**src/rtl/qspi_pkg.sv**
```systemverilog
// Shared QSPI controller definitions: lane-mode encodings, rx state encoding
// and the bits-per-sample helper.
package qspi_pkg;

  typedef enum logic [1:0] {
    LANE_SINGLE  = 2'b00,
    LANE_DUAL    = 2'b01,
    LANE_QUAD    = 2'b10,
    LANE_ILLEGAL = 2'b11
  } lane_mode_e;

  typedef enum logic [1:0] {
    RX_IDLE    = 2'd0,
    RX_DUMMY   = 2'd1,
    RX_SHIFT   = 2'd2,
    RX_HANDOFF = 2'd3
  } rx_state_e;

  // An illegal mode yields 0; callers reject that mode before it is latched.
  function automatic logic [2:0] bits_per_sample(input logic [1:0] mode);
    case (mode)
      LANE_SINGLE: bits_per_sample = 3'd1;
      LANE_DUAL:   bits_per_sample = 3'd2;
      LANE_QUAD:   bits_per_sample = 3'd4;
      default:     bits_per_sample = 3'd0;
    endcase
  endfunction

endpackage

```
**src/rtl/qspi_rx_shifter_if.sv**
```systemverilog
// Control, sample and read-handshake signals of the QSPI receive shifter.
// master: the controller/sink side; slave: the shifter itself.
interface qspi_rx_shifter_if #(
  parameter int DATA_BITS = 32,
  parameter int DUMMY_W   = 5,
  parameter int WORDS_W   = 8
);
  logic                 start;
  logic                 abort;
  logic [1:0]           lane_mode;
  logic [DUMMY_W-1:0]   dummy_cycles;
  logic [WORDS_W-1:0]   num_words;
  logic                 sample_en;
  logic [3:0]           io_in;
  logic                 sink_valid;
  logic [DATA_BITS-1:0] data_out;
  logic                 word_ready;
  logic                 sclk_hold;
  logic                 busy;
  logic                 done;
  logic                 err;

  modport master (
    output start, abort, lane_mode, dummy_cycles, num_words, sample_en, io_in, sink_valid,
    input  data_out, word_ready, sclk_hold, busy, done, err
  );

  modport slave (
    input  start, abort, lane_mode, dummy_cycles, num_words, sample_en, io_in, sink_valid,
    output data_out, word_ready, sclk_hold, busy, done, err
  );

endinterface

```
**src/rtl/qspi_rx_lane_mux.sv**
```systemverilog
// Selects the active IO lanes for the latched lane mode, right-justified with
// the highest-numbered IO as the sample MSB, and reports bits per sample.
module qspi_rx_lane_mux
  import qspi_pkg::*;
(
  input  logic [1:0] i_lane_mode,
  input  logic [3:0] i_io,
  output logic [3:0] o_sample,
  output logic [2:0] o_bpw
);

  always_comb begin
    o_sample = 4'b0000;
    case (i_lane_mode)
      LANE_SINGLE: o_sample = {3'b000, i_io[1]};
      LANE_DUAL:   o_sample = {2'b00, i_io[1:0]};
      default:     o_sample = i_io;
    endcase
  end

  assign o_bpw = bits_per_sample(i_lane_mode);

endmodule

```
**src/rtl/qspi_rx_shifter.sv**
```systemverilog
// QSPI receive shifter: dummy skip, MSB-first word assembly, stalled handoff.
// Build option QSPI_RX_BYTE_SWAP_EN byte-reverses each completed word.
module qspi_rx_shifter
  import qspi_pkg::*;
#(
  parameter int DATA_BITS = 32,
  parameter int DUMMY_W   = 5,
  parameter int WORDS_W   = 8
) (
  input  logic             clk,
  input  logic             reset,
  qspi_rx_shifter_if.slave bus
);

  localparam int CNT_W = $clog2(DATA_BITS);

  rx_state_e            r_state;
  rx_state_e            w_next_state;
  lane_mode_e           r_lane_mode;
  logic [DUMMY_W-1:0]   r_dummy;
  logic [WORDS_W-1:0]   r_words;
  logic [CNT_W-1:0]     r_samp_cnt;
  logic [DATA_BITS-1:0] r_shreg;
  logic [DATA_BITS-1:0] r_data_out;
  logic                 r_done;
  logic                 r_err;

  logic [3:0]           w_sample;
  logic [2:0]           w_bpw;
  logic [DATA_BITS-1:0] w_shift_next;
  logic [DATA_BITS-1:0] w_word_out;
  logic                 w_samp_last;
  logic                 w_start_legal;
  logic                 w_start_ok;
  logic                 w_start_bad;
  logic                 w_handoff;
  logic                 w_done_set;

  function automatic logic [DATA_BITS-1:0] byte_swap(input logic [DATA_BITS-1:0] w);
    logic [DATA_BITS-1:0] r;
    r = '0;
    for (int b = 0; b < DATA_BITS / 8; b++)
      r[8*b +: 8] = w[DATA_BITS-8-8*b +: 8];
    return r;
  endfunction

  qspi_rx_lane_mux u_lane_mux (
    .i_lane_mode (r_lane_mode),
    .i_io        (bus.io_in),
    .o_sample    (w_sample),
    .o_bpw       (w_bpw)
  );

  always_comb begin
    w_shift_next = r_shreg;
    case (w_bpw)
      3'd1:    w_shift_next = {r_shreg[DATA_BITS-2:0], w_sample[0]};
      3'd2:    w_shift_next = {r_shreg[DATA_BITS-3:0], w_sample[1:0]};
      default: w_shift_next = {r_shreg[DATA_BITS-5:0], w_sample};
    endcase
  end

`ifdef QSPI_RX_BYTE_SWAP_EN
  assign w_word_out = byte_swap(w_shift_next);
`else
  assign w_word_out = w_shift_next;
`endif

  always_comb begin
    w_samp_last = 1'b0;
    case (r_lane_mode)
      LANE_SINGLE: w_samp_last = (r_samp_cnt == CNT_W'(DATA_BITS - 1));
      LANE_DUAL:   w_samp_last = (r_samp_cnt == CNT_W'(DATA_BITS / 2 - 1));
      default:     w_samp_last = (r_samp_cnt == CNT_W'(DATA_BITS / 4 - 1));
    endcase
  end

  assign w_start_legal = (bus.lane_mode != LANE_ILLEGAL) && (bus.num_words != '0);

  always_ff @(posedge clk or posedge reset) begin
    if (reset) r_state <= RX_IDLE;
    else       r_state <= w_next_state;
  end

  // Abort outranks everything, including a start or a handoff on the same edge.
  always_comb begin
    w_next_state = r_state;
    w_start_ok   = 1'b0;
    w_start_bad  = 1'b0;
    w_handoff    = 1'b0;
    w_done_set   = 1'b0;
    if (bus.abort) begin
      w_next_state = RX_IDLE;
    end else begin
      case (r_state)
        RX_IDLE: begin
          if (bus.start) begin
            if (w_start_legal) begin
              w_start_ok   = 1'b1;
              w_next_state = (bus.dummy_cycles != '0) ? RX_DUMMY : RX_SHIFT;
            end else begin
              w_start_bad  = 1'b1;
            end
          end
        end
        RX_DUMMY: begin
          if (bus.sample_en && r_dummy == DUMMY_W'(1)) w_next_state = RX_SHIFT;
        end
        RX_SHIFT: begin
          if (bus.sample_en && w_samp_last) w_next_state = RX_HANDOFF;
        end
        RX_HANDOFF: begin
          if (!bus.sink_valid) begin
            w_handoff = 1'b1;
            if (r_words == WORDS_W'(1)) begin
              w_next_state = RX_IDLE;
              w_done_set   = 1'b1;
            end else begin
              w_next_state = RX_SHIFT;
            end
          end
        end
        default: w_next_state = RX_IDLE;
      endcase
    end
  end

  always_ff @(posedge clk or posedge reset) begin
    if (reset) begin
      r_lane_mode <= LANE_SINGLE;
      r_dummy     <= '0;
      r_words     <= '0;
      r_samp_cnt  <= '0;
      r_data_out  <= '0;
      r_done      <= 1'b0;
      r_err       <= 1'b0;
    end else begin
      r_done <= w_done_set;
      r_err  <= w_start_bad;
      if (bus.abort) begin
        r_dummy    <= '0;
        r_words    <= '0;
        r_samp_cnt <= '0;
      end else begin
        if (w_start_ok) begin
          r_lane_mode <= lane_mode_e'(bus.lane_mode);
          r_dummy     <= bus.dummy_cycles;
          r_words     <= bus.num_words;
          r_samp_cnt  <= '0;
        end
        if (r_state == RX_DUMMY && bus.sample_en) r_dummy <= r_dummy - DUMMY_W'(1);
        if (r_state == RX_SHIFT && bus.sample_en) begin
          r_samp_cnt <= w_samp_last ? '0 : r_samp_cnt + CNT_W'(1);
          if (w_samp_last) r_data_out <= w_word_out;
        end
        if (w_handoff) r_words <= r_words - WORDS_W'(1);
      end
    end
  end

  // Partial-word contents are never observable, so the shift register needs no reset.
  always_ff @(posedge clk) begin
    if (r_state == RX_SHIFT && bus.sample_en) r_shreg <= w_shift_next;
  end

  assign bus.data_out   = r_data_out;
  assign bus.word_ready = (r_state == RX_HANDOFF);
  assign bus.sclk_hold  = (r_state == RX_HANDOFF);
  assign bus.busy       = (r_state != RX_IDLE);
  assign bus.done       = r_done;
  assign bus.err        = r_err;

endmodule

```
**src/flat_wrapper.sv**
```systemverilog
// flat-port wrapper written by rule: the top's interface ports become plain ports
module qspi_rx_shifter_flat import qspi_pkg::*;
#(
  parameter int DATA_BITS = 32,
  parameter int DUMMY_W   = 5,
  parameter int WORDS_W   = 8
)
  (clk, reset, bus_start, bus_abort, bus_lane_mode, bus_dummy_cycles, bus_num_words, bus_sample_en, bus_io_in, bus_sink_valid, bus_data_out, bus_word_ready, bus_sclk_hold, bus_busy, bus_done, bus_err);
  qspi_rx_shifter_if #(.DATA_BITS(DATA_BITS), .DUMMY_W(DUMMY_W), .WORDS_W(WORDS_W)) bus_i ();
  input  logic clk;
  input  logic reset;
  input wire logic [$bits(bus_i.start)-1:0] bus_start;
  input wire logic [$bits(bus_i.abort)-1:0] bus_abort;
  input wire logic [$bits(bus_i.lane_mode)-1:0] bus_lane_mode;
  input wire logic [$bits(bus_i.dummy_cycles)-1:0] bus_dummy_cycles;
  input wire logic [$bits(bus_i.num_words)-1:0] bus_num_words;
  input wire logic [$bits(bus_i.sample_en)-1:0] bus_sample_en;
  input wire logic [$bits(bus_i.io_in)-1:0] bus_io_in;
  input wire logic [$bits(bus_i.sink_valid)-1:0] bus_sink_valid;
  output wire logic [$bits(bus_i.data_out)-1:0] bus_data_out;
  output wire logic [$bits(bus_i.word_ready)-1:0] bus_word_ready;
  output wire logic [$bits(bus_i.sclk_hold)-1:0] bus_sclk_hold;
  output wire logic [$bits(bus_i.busy)-1:0] bus_busy;
  output wire logic [$bits(bus_i.done)-1:0] bus_done;
  output wire logic [$bits(bus_i.err)-1:0] bus_err;
  assign bus_i.start = bus_start;
  assign bus_i.abort = bus_abort;
  assign bus_i.lane_mode = bus_lane_mode;
  assign bus_i.dummy_cycles = bus_dummy_cycles;
  assign bus_i.num_words = bus_num_words;
  assign bus_i.sample_en = bus_sample_en;
  assign bus_i.io_in = bus_io_in;
  assign bus_i.sink_valid = bus_sink_valid;
  assign bus_data_out = bus_i.data_out;
  assign bus_word_ready = bus_i.word_ready;
  assign bus_sclk_hold = bus_i.sclk_hold;
  assign bus_busy = bus_i.busy;
  assign bus_done = bus_i.done;
  assign bus_err = bus_i.err;
  qspi_rx_shifter #(.DATA_BITS(DATA_BITS), .DUMMY_W(DUMMY_W), .WORDS_W(WORDS_W)) u_core (.clk(clk), .reset(reset), .bus(bus_i));
endmodule
```
**config.mk**
```make
export PLATFORM = sky130hd
export DESIGN_NAME = qspi_rx_shifter_flat
export DESIGN_NICKNAME = d
export VERILOG_FILES = /design/src/rtl/qspi_pkg.sv /design/src/rtl/qspi_rx_shifter_if.sv /design/src/rtl/qspi_rx_lane_mux.sv /design/src/rtl/qspi_rx_shifter.sv /design/src/flat_wrapper.sv
export SDC_FILE = /design/constraint.sdc
export NUM_CORES = 1
export LEC_CHECK = 0
export CORE_MARGIN = 5
export CORE_UTILIZATION = 41
export CTS_CLUSTER_DIAMETER = 40
export CTS_CLUSTER_SIZE = 20
export DETAILED_ROUTE_END_ITERATION = 8
export PLACE_DENSITY = 0.72
export SETUP_SLACK_MARGIN = 0.2
export SLEW_MARGIN = 20
export SYNTH_ARGS = -nofsm -noshare
export SYNTH_HDL_FRONTEND = slang
export SYNTH_SLANG_ARGS = --single-unit
```
**constraint.sdc**
```tcl
create_clock -name clk -period 4.6 [get_ports clk]
set_input_delay 0.92 -clock clk [delete_from_list [all_inputs] [get_ports clk]]
set_output_delay 0.92 -clock clk [all_outputs]
set_load 0.02 [all_outputs]
```
==> impl_summary.md <==
Run status
The run finished with clean final reports.

Job
The max-cap check violation count is 0.

STA
The worst-margin pin slew is 0.926 ns. The worst hold-check slack is 0.493 ns. The worst clock skew is about 0.013 ns.

Summed over all failing endpoints, the final setup total negative slack is 0 ns. The achievable frequency is between 300 and 400 MHz. The final number of max-transition violations is 0.

The final-report setup violation count is 0. The worst max-slew margin expressed relative to the limit is approximately two fifths. The worst path needs 3.02 ns of the cycle, external delays included. The final count of hold timing violations is 0. Of the available clock period, the critical path in the final layout requires ~66%. Setup repair after global routing left no endpoint under its margin.

Detailed routing
The met1 wire length is slightly above 4000 microns. The number of search-and-repair iterations in the first detailed-routing pass is 6. In the detailed route, the total length drawn on met3 is 573 microns. For this block, the routed nets add up to just over 9000 microns of wire.

Using the TritonRoute via totals, the vias-per-cell ratio works out to roughly 5.4. The routed design uses roughly 4300 microns of met2 wire. In this run, the number of DRC markers left after iteration 0 of detailed routing was about 190. For this run, design rule violations remaining after detail routing come to 0. The routed wire length per instance is roughly 16 microns. The number of antenna-violating nets in the routed design is 0.

The highest layer touched by signal routing is met4. The overall via count from detail_route is 3134.

Critical path
The worst setup path is of the in2reg kind. STA classifies the critical path endpoint as a flip-flop. At the worst endpoint, the arrival time is about 3.3 ns. The required time of the worst setup path is 4.85 ns. STA classifies the critical path startpoint as an input pin. Walking the worst path, the cells encountered are clkdlybuf4s50_1 > buf_4 > or4b_4 > a211oi_2 > a211oi_1 > a211oi_1. Together, buffers and inverters on the worst path number 2. The longest individual stage delay on the worst path is about 0.74 ns. The highest fanout seen on the critical path is 23. The cell family contributing the most delay on the critical path is compound AO/OA/AOI/OAI gates.

The slowest library cell on the worst path is sky130_fd_sc_hd__a211oi_2. The critical path's most frequent cell is sky130_fd_sc_hd__a211oi_1.

Finish
The total inserted antenna cells is 0. The fill cell total of the finished layout is approximately 940. Leaving out fill and tap cells, the most frequent cells in the layout are sky130_fd_sc_hd__clkdlybuf4s50_1, sky130_fd_sc_hd__dfrtp_1, sky130_fd_sc_hd__nand2_1. The post-synthesis to final-layout area growth is 20.5%.

Cells with a size suffix above 1 make up 11.7% of the layout. For this run, the post-layout net count is 469. Once layout is done, the placed cells without fillers occupy 5270 sq um. Across the whole layout, storage elements account for roughly 2300 sq um. The multi-input combinational cells in the finished layout cover a total of roughly 1900 sq um. The library cell used most frequently in the layout, excluding fill and tap cells, is sky130_fd_sc_hd__clkdlybuf4s50_1.

Synthesis
The netlist uses between 50 and 60 different library cells. The number of warnings printed during yosys synthesis is 0. After synthesis the cells add up to 4370 sq um. The async set-or-reset flop fraction in the synthesized netlist is between 60% and 70%. Yosys mapped a number of flops with a built-in enable equal to 31. The number of synthesized register bits is 87. The synthesized instance count is 383. The per-instance average area after synthesis is between 10 and 15 sq um. The prevailing post-synth register cell is sky130_fd_sc_hd__dfrtp_1. The total nets after synthesis is a little over 400. Summing the sequential cell areas from Yosys gives a little over half of the chip area.

Clock network
The clock sink count is 87. The post-cts gate resize count is 0. The clock-pin slew on the worst setup and hold paths is approximately 0.090 ns. The clock passes through at most 2 buffers. The number of buffers added for setup after CTS is 0. The number of clock buffers inserted by TritonCTS is 9.

The clock root buffer is sky130_fd_sc_hd__clkbuf_8. The clock tree from TritonCTS is yes. The clock reaches the later pin of the worst-skew pair after between 0.3 and 0.4 ns. The total of hold buffers inserted after clock tree synthesis is 0. The number of H-tree levels is 3.

Global route
The initial antenna violation count was 0. The first-pass GRT wire length is roughly 15000 microns. Entering global routing, the biggest net connects 63 pins. The number of global-route vias before repair is roughly 3100. The overall global routing resource usage is between 10 and 15%. The overall overflow remaining after global route is 0.

Floorplanning
For this configuration, the core starts out at a cell density of a little over two fifths. The width of the chip is between 100 and 150 microns. The top-level I/O count is 62. The floorplan step defined a die boundary enclosing about 13000 sq um. The row count is 37. The total area inside the core boundary comes to 10400 sq um.

The die extent in y is 113 microns.

Place
During placement, the flow inserted port buffers numbering between 60 and 70. The half-perimeter wire length after placement is approximately 6400 microns. Summing all placed instances gives a cell area of approximately 5000 sq um. The last weighted congestion value of the routability-driven placer is ~0.85.

Pwr
IR analysis of the VDD net gives a maximum drop of slightly below 0.2 mV. For this design the ratio of total power to cell area is 421 nW/um^2. The leakage power is approximately 2.2 nW.

Worst hold path
The type of the tightest min-delay check is reg2reg.
[state kept, by name, indices dropped and copies added (netlist names)]
| register | cells |
|---|---|
| u_core.r_dummy | 5 |
| u_core.r_lane_mode | 2 |
| u_core.r_words | 8 |
| u_core.bus.done | 1 |
| u_core.bus.data_out | 32 |
| u_core.r_samp_cnt | 5 |
| u_core.r_state | 2 |
| u_core.r_shreg | 31 |
| u_core.bus.err | 1 |
[worst paths after layout]
check,slack [ns],to,start,cells past startpoint
min in group asynchronous,1.06,u_core.bus.data_out[24],reset,2
setup reg to reg,2.11,u_core.r_dummy[0],u_core.r_state[0],4
max in group asynchronous,2.76,u_core.r_words[6],reset,3
setup / recovery,1.58,u_core.r_dummy[0],bus_abort,6
hold / removal,0.49,u_core.bus.data_out[22],u_core.bus.data_out[22],1
hold reg to reg,0.49,u_core.bus.data_out[22],u_core.bus.data_out[22],1
[worst reg2reg max path, cell delays in order, from the launching register on]
cell and delay (ns):
sky130_fd_sc_hd__dfrtp_1 0.54, sky130_fd_sc_hd__or4b_4 0.64, sky130_fd_sc_hd__a211oi_2 0.74, sky130_fd_sc_hd__a211oi_1 0.18
sky130_fd_sc_hd__a211oi_1 0.29
[logic make-up (layout without fill, tap and decap cells)]
logic type / after synthesis / count (layout) / synth area share, %
DFF: 87 / 87 / 53.3
buffers and inverters: 36 / 97 / 4.20
and+or+nand+nor: 114 / 114 / 13.8
xor gates and xnor gates: 1 / 1 / 0.200
muxes: 63 / 63 / 15.4
adders and majority gates: 5 / 5 / 1.43
AOI/OAI and AO/OA: 77 / 77 / 11.7
[per-layer routing]
metal,up-vias,global-route usage [%]
met1,1502,19.4
met4,0,5.45
met5,-,0
li1,1515,-
met2,106,23.3
met3,11,2.89
[Yosys cell counts, drive strengths merged, types with 2 or more instances]
cell type	n	area, sq um
dfrtp	56	1400
nand2	53	199
o21ai	36	180
mux2	33	372
edfxtp	31	931
mux2i	30	300
buf	14	101
inv	14	52.6
nor2	13	48.8
a21oi	10	50.1
nand3	10	50.1
clkbuf	8	30.0
a31oi	7	43.8
ha	5	62.6
or3	5	31.3
or4	5	37.5
and2	4	25.0
a211oi	3	27.5
and4bb	3	37.5
nor4	3	18.8
o311ai	3	43.8
o31ai	3	22.5
or2	3	18.8
a2bb2oi	2	17.5
and3b	2	17.5
nand3b	2	27.5
nor3	2	10.0
o211ai	2	15.0
[layout make-up]
type	count	area share, %
multi-input combinational	260	35.2
timing repair buffer	67	12.4
sequential	87	44.2
clock buffer	9	2.35
inverter	14	0.997
clock inverter	7	1.50
tap	136	3.23
[stage by stage]
stage          cells  util, %  total power [mW]  setup WS (ns)
2_1_floorplan    383        -              1.54           2.19
3_3_place_gp     564     48.9              1.67           1.27
3_5_place_dp     564     48.9              1.70           1.19
4_1_cts          580     50.8              2.24           1.58
5_1_grt          580     50.8              2.36           1.40
6_report         580     50.8              2.22           1.58
[where the power goes]
part           total (mW)  internal [mW]  leakage, nW  switching, mW
clock               0.539          0.256       0.0925          0.283
combinational       0.665          0.272         1.05          0.392
sequential           1.02          0.933         1.05         0.0828
total                2.22           1.46         2.20          0.759
(Power assumes the default switching activity.)
==> variant (same flow settings) <==
The 4 states of `rx_state_e` get a Gray code encoding in 2 bits.
--- a/src/rtl/qspi_pkg.sv
+++ b/src/rtl/qspi_pkg.sv
@@ -10,10 +10,10 @@
   } lane_mode_e;
 
   typedef enum logic [1:0] {
-    RX_IDLE    = 2'd0,
-    RX_DUMMY   = 2'd1,
-    RX_SHIFT   = 2'd2,
-    RX_HANDOFF = 2'd3
+    RX_IDLE    = 2'b00,
+    RX_DUMMY   = 2'b01,
+    RX_SHIFT   = 2'b11,
+    RX_HANDOFF = 2'b10
   } rx_state_e;
 
   // An illegal mode yields 0; callers reject that mode before it is latched.
Formal check against the unedited RTL: no difference found for any inputs over 10 cycles, from zero or initial values and one cycle with reset high; not proved beyond that.
==> variant against the unedited design <==
Sequential power is 8% higher. Synthesized cell count decreased by 0.78%. Sequential cell count unchanged. Via count down 3.9%. Setup slack improved by 0.099 ns. Total power rose by 9.1%. Wire length down 5.2%. Area after synthesis shrank 1.4%. Design area shrank 0.52%. Core utilization up 0.19 points. Non-clock buffer count unchanged. Critical endpoint is now u_core.r_dummy[1]. Highest routed layer unchanged.
==> variant: results (changes against the unedited design) <==
| Metric | Value |
|---|---|
| Clock slew at reported path FFs | ~0.080 ns |
| Clk buf depth | 2 (unchanged) |
| CP Max Fanout | 14 (was 23) |
| Non-Filler Instances | 574 (was 580) |
| Later-pin clock latency in the skew report | 0.34 ns (was 0.36 ns) |
| Most instantiated cells after synthesis | 56 x dfrtp_1, 44 x nand2_1, 37 x mux2_1 (was 56 x dfrtp_1, 53 x nand2_1, 32 x o21ai_0) |
| Avg Cell Area, Syn | 11.35 um^2 (was 11.42 um^2) |
| Num CTS Buffers | 9 (unchanged) |
| Dominant synthesized flop cell | dfrtp_1 (unchanged) |
| Initial DRC count | 122 (was 192) |
| DP Cell Count | 558 (was 564) |
| Hpwl dp | 6.181 mm (was 6.384 mm) |
| Peak VDD IR | 0.0002494 V (was 0.0001963 V) |
| Max stage delay on crit path | 0.49 ns (was 0.74 ns) |
| TritonRoute pass-1 iters | 4 (was 6) |
| Post-synth EDFFs | 31 (unchanged) |
| I/O Buffers | 61 (unchanged) |
| Wire per inst | 15.01 um (was 15.67 um) |
| Fill cell count | 942 (was 935) |
| Number of global-route vias before repair | 3080 (was 3140) |
| Critical path arrival | 3.15 ns (was 3.27 ns) |
| Placer Congestion | 0.8538 (was 0.8483) |
| Post-synth cell types | 50 (was 59) |
| Vias per inst | 5.249 (was 5.403) |
| Post-CTS Setup Inserts | 0 (unchanged) |
| Global Route Usage Sum | 14.09% (was 14.48%) |
| Seq/Total Area, Yosys | 54.08% (was 53.32%) |
| N_diodes | 0 (unchanged) |
| Leakage Power | 2.218 nW (was 2.201 nW) |
| Mapped Nets | 410 (was 413) |
| DRC viols | 0 (unchanged) |
| Synth top area cells | dfrtp_1 32%, edfxtp_1 22%, mux2_1 9.7%, mux2i_1 7.4%, nand2_1 3.8% (was dfrtp_1 32%, edfxtp_1 21%, mux2i_1 6.9%, mux2_1 4.6%, nand2_1 4.5%) |
| First-pass GRT wire length | 14.84 mm (was 15.21 mm) |
| Layout net count | 463 (was 469) |
| Largest net degree at the start of global routing | 55 (was 63) |
| Slew HR | 39.65% (was 38.17%) |
| Resized cells post-CTS | 0 (unchanged) |
| Slowest-stage cell, CP | or4b_4 (was a211oi_2) |
| Outcome | finished, final reports clean (unchanged) |
| Max reg flops | 32 (unchanged) |
| H-Tree Depth | 3 (unchanged) |
| Fraction of layout cells with a size suffix above 1 | 7.078% (was 11.71%) |
| HP Class | reg2reg (unchanged) |
| Clock skew | 0.01247 ns (was 0.01314 ns) |
| Cell family with most CP delay | buffers and inverters (was compound AO/OA/AOI/OAI gates) |
==> variant: cell types whose count changed after synthesis, sizes merged, moves of 4 or more <==
| cell | before | now |
|---|---|---|
| nand2 | 53 | 44 |
| mux2 | 33 | 40 |
| a21oi | 10 | 17 |
| inv | 14 | 7 |
| nand3 | 10 | 4 |
| or4 | 5 | 0 |
| clkbuf | 8 | 12 |
| nor3 | 2 | 9 |
| a31oi | 7 | 3 |
| nor2 | 13 | 22 |
==> variant: metrics by stage <==
step	utilization, %	hold WS (ns)	area (um^2)	setup slack [ns]
after floorplan	-	0.4878	4313	2.220
after global placement	48.88	0.4676	5024	1.378
after detailed placement	48.88	0.4759	5024	1.341
after CTS	51.02	0.4943	5244	1.691
after global routing	51.02	0.5075	5244	1.588
final	51.02	0.4865	5244	1.675
==> variant: per-layer routing <==
| metal | wire length (um) | up-vias | track usage, % |
|---|---|---|---|
| met5 | 0 | - | 0 |
| met4 | 82 | 0 | 3.846 |
| met3 | 307 | 6 | 3.019 |
| met2 | 4293 | 64 | 24.01 |
| met1 | 3932 | 1459 | 18.16 |
| li1 | - | 1484 | - |
==> variant: worst paths after layout <==
kind                                         startpoint                 endpoint  slack (ns)  depth (start not counted)
worst max-delay path                          bus_start        u_core.r_dummy[1]        1.68                          7
worst min-delay path            u_core.bus.data_out[31]  u_core.bus.data_out[31]        0.49                          1
worst max register to register    u_core.r_lane_mode[0]   u_core.bus.data_out[2]        2.01                          5
worst min register to register  u_core.bus.data_out[31]  u_core.bus.data_out[31]        0.49                          1
max in group asynchronous                         reset    u_core.r_lane_mode[0]        2.75                          3
min in group asynchronous                         reset  u_core.bus.data_out[25]        1.01                          2
==> variant: worst register-to-register path: cells and delay by family (launching register included) <==
family,cells,cell delay (ns)
and+or+nand+nor,3,0.73
muxes,1,0.39
buffers and inverters,1,0.38
DFF,1,0.97
==> variant: cell families after synthesis <==
kind of cell | share of synthesized area [%]
muxes | 17.87
xor gates and xnor gates | 0.2031
adders and majority gates | 1.451
buffers and inverters | 3.307
and+or+nand+nor | 12.18
DFF | 54.08
AOI/OAI and AO/OA | 10.91
==> variant: area by class of cell <==
type / count / area share (%)
clock buffers: 9 / 2.362
clock inverters: 7 / 1.837
inverters: 7 / 0.5011
multi-input cells: 261 / 35.05
flip-flops and latches: 87 / 44.50
well taps: 136 / 3.245
repair buffers: 67 / 12.50
==> variant: where the power goes <==
part / leakage, nW / total, W / internal (W) / switching, W
Sequential: 1.05 / 0.00110 / 0.000944 / 0.000159
Combinational: 1.06 / 0.000742 / 0.000333 / 0.000409
Clock: 0.103 / 0.000575 / 0.000307 / 0.000268
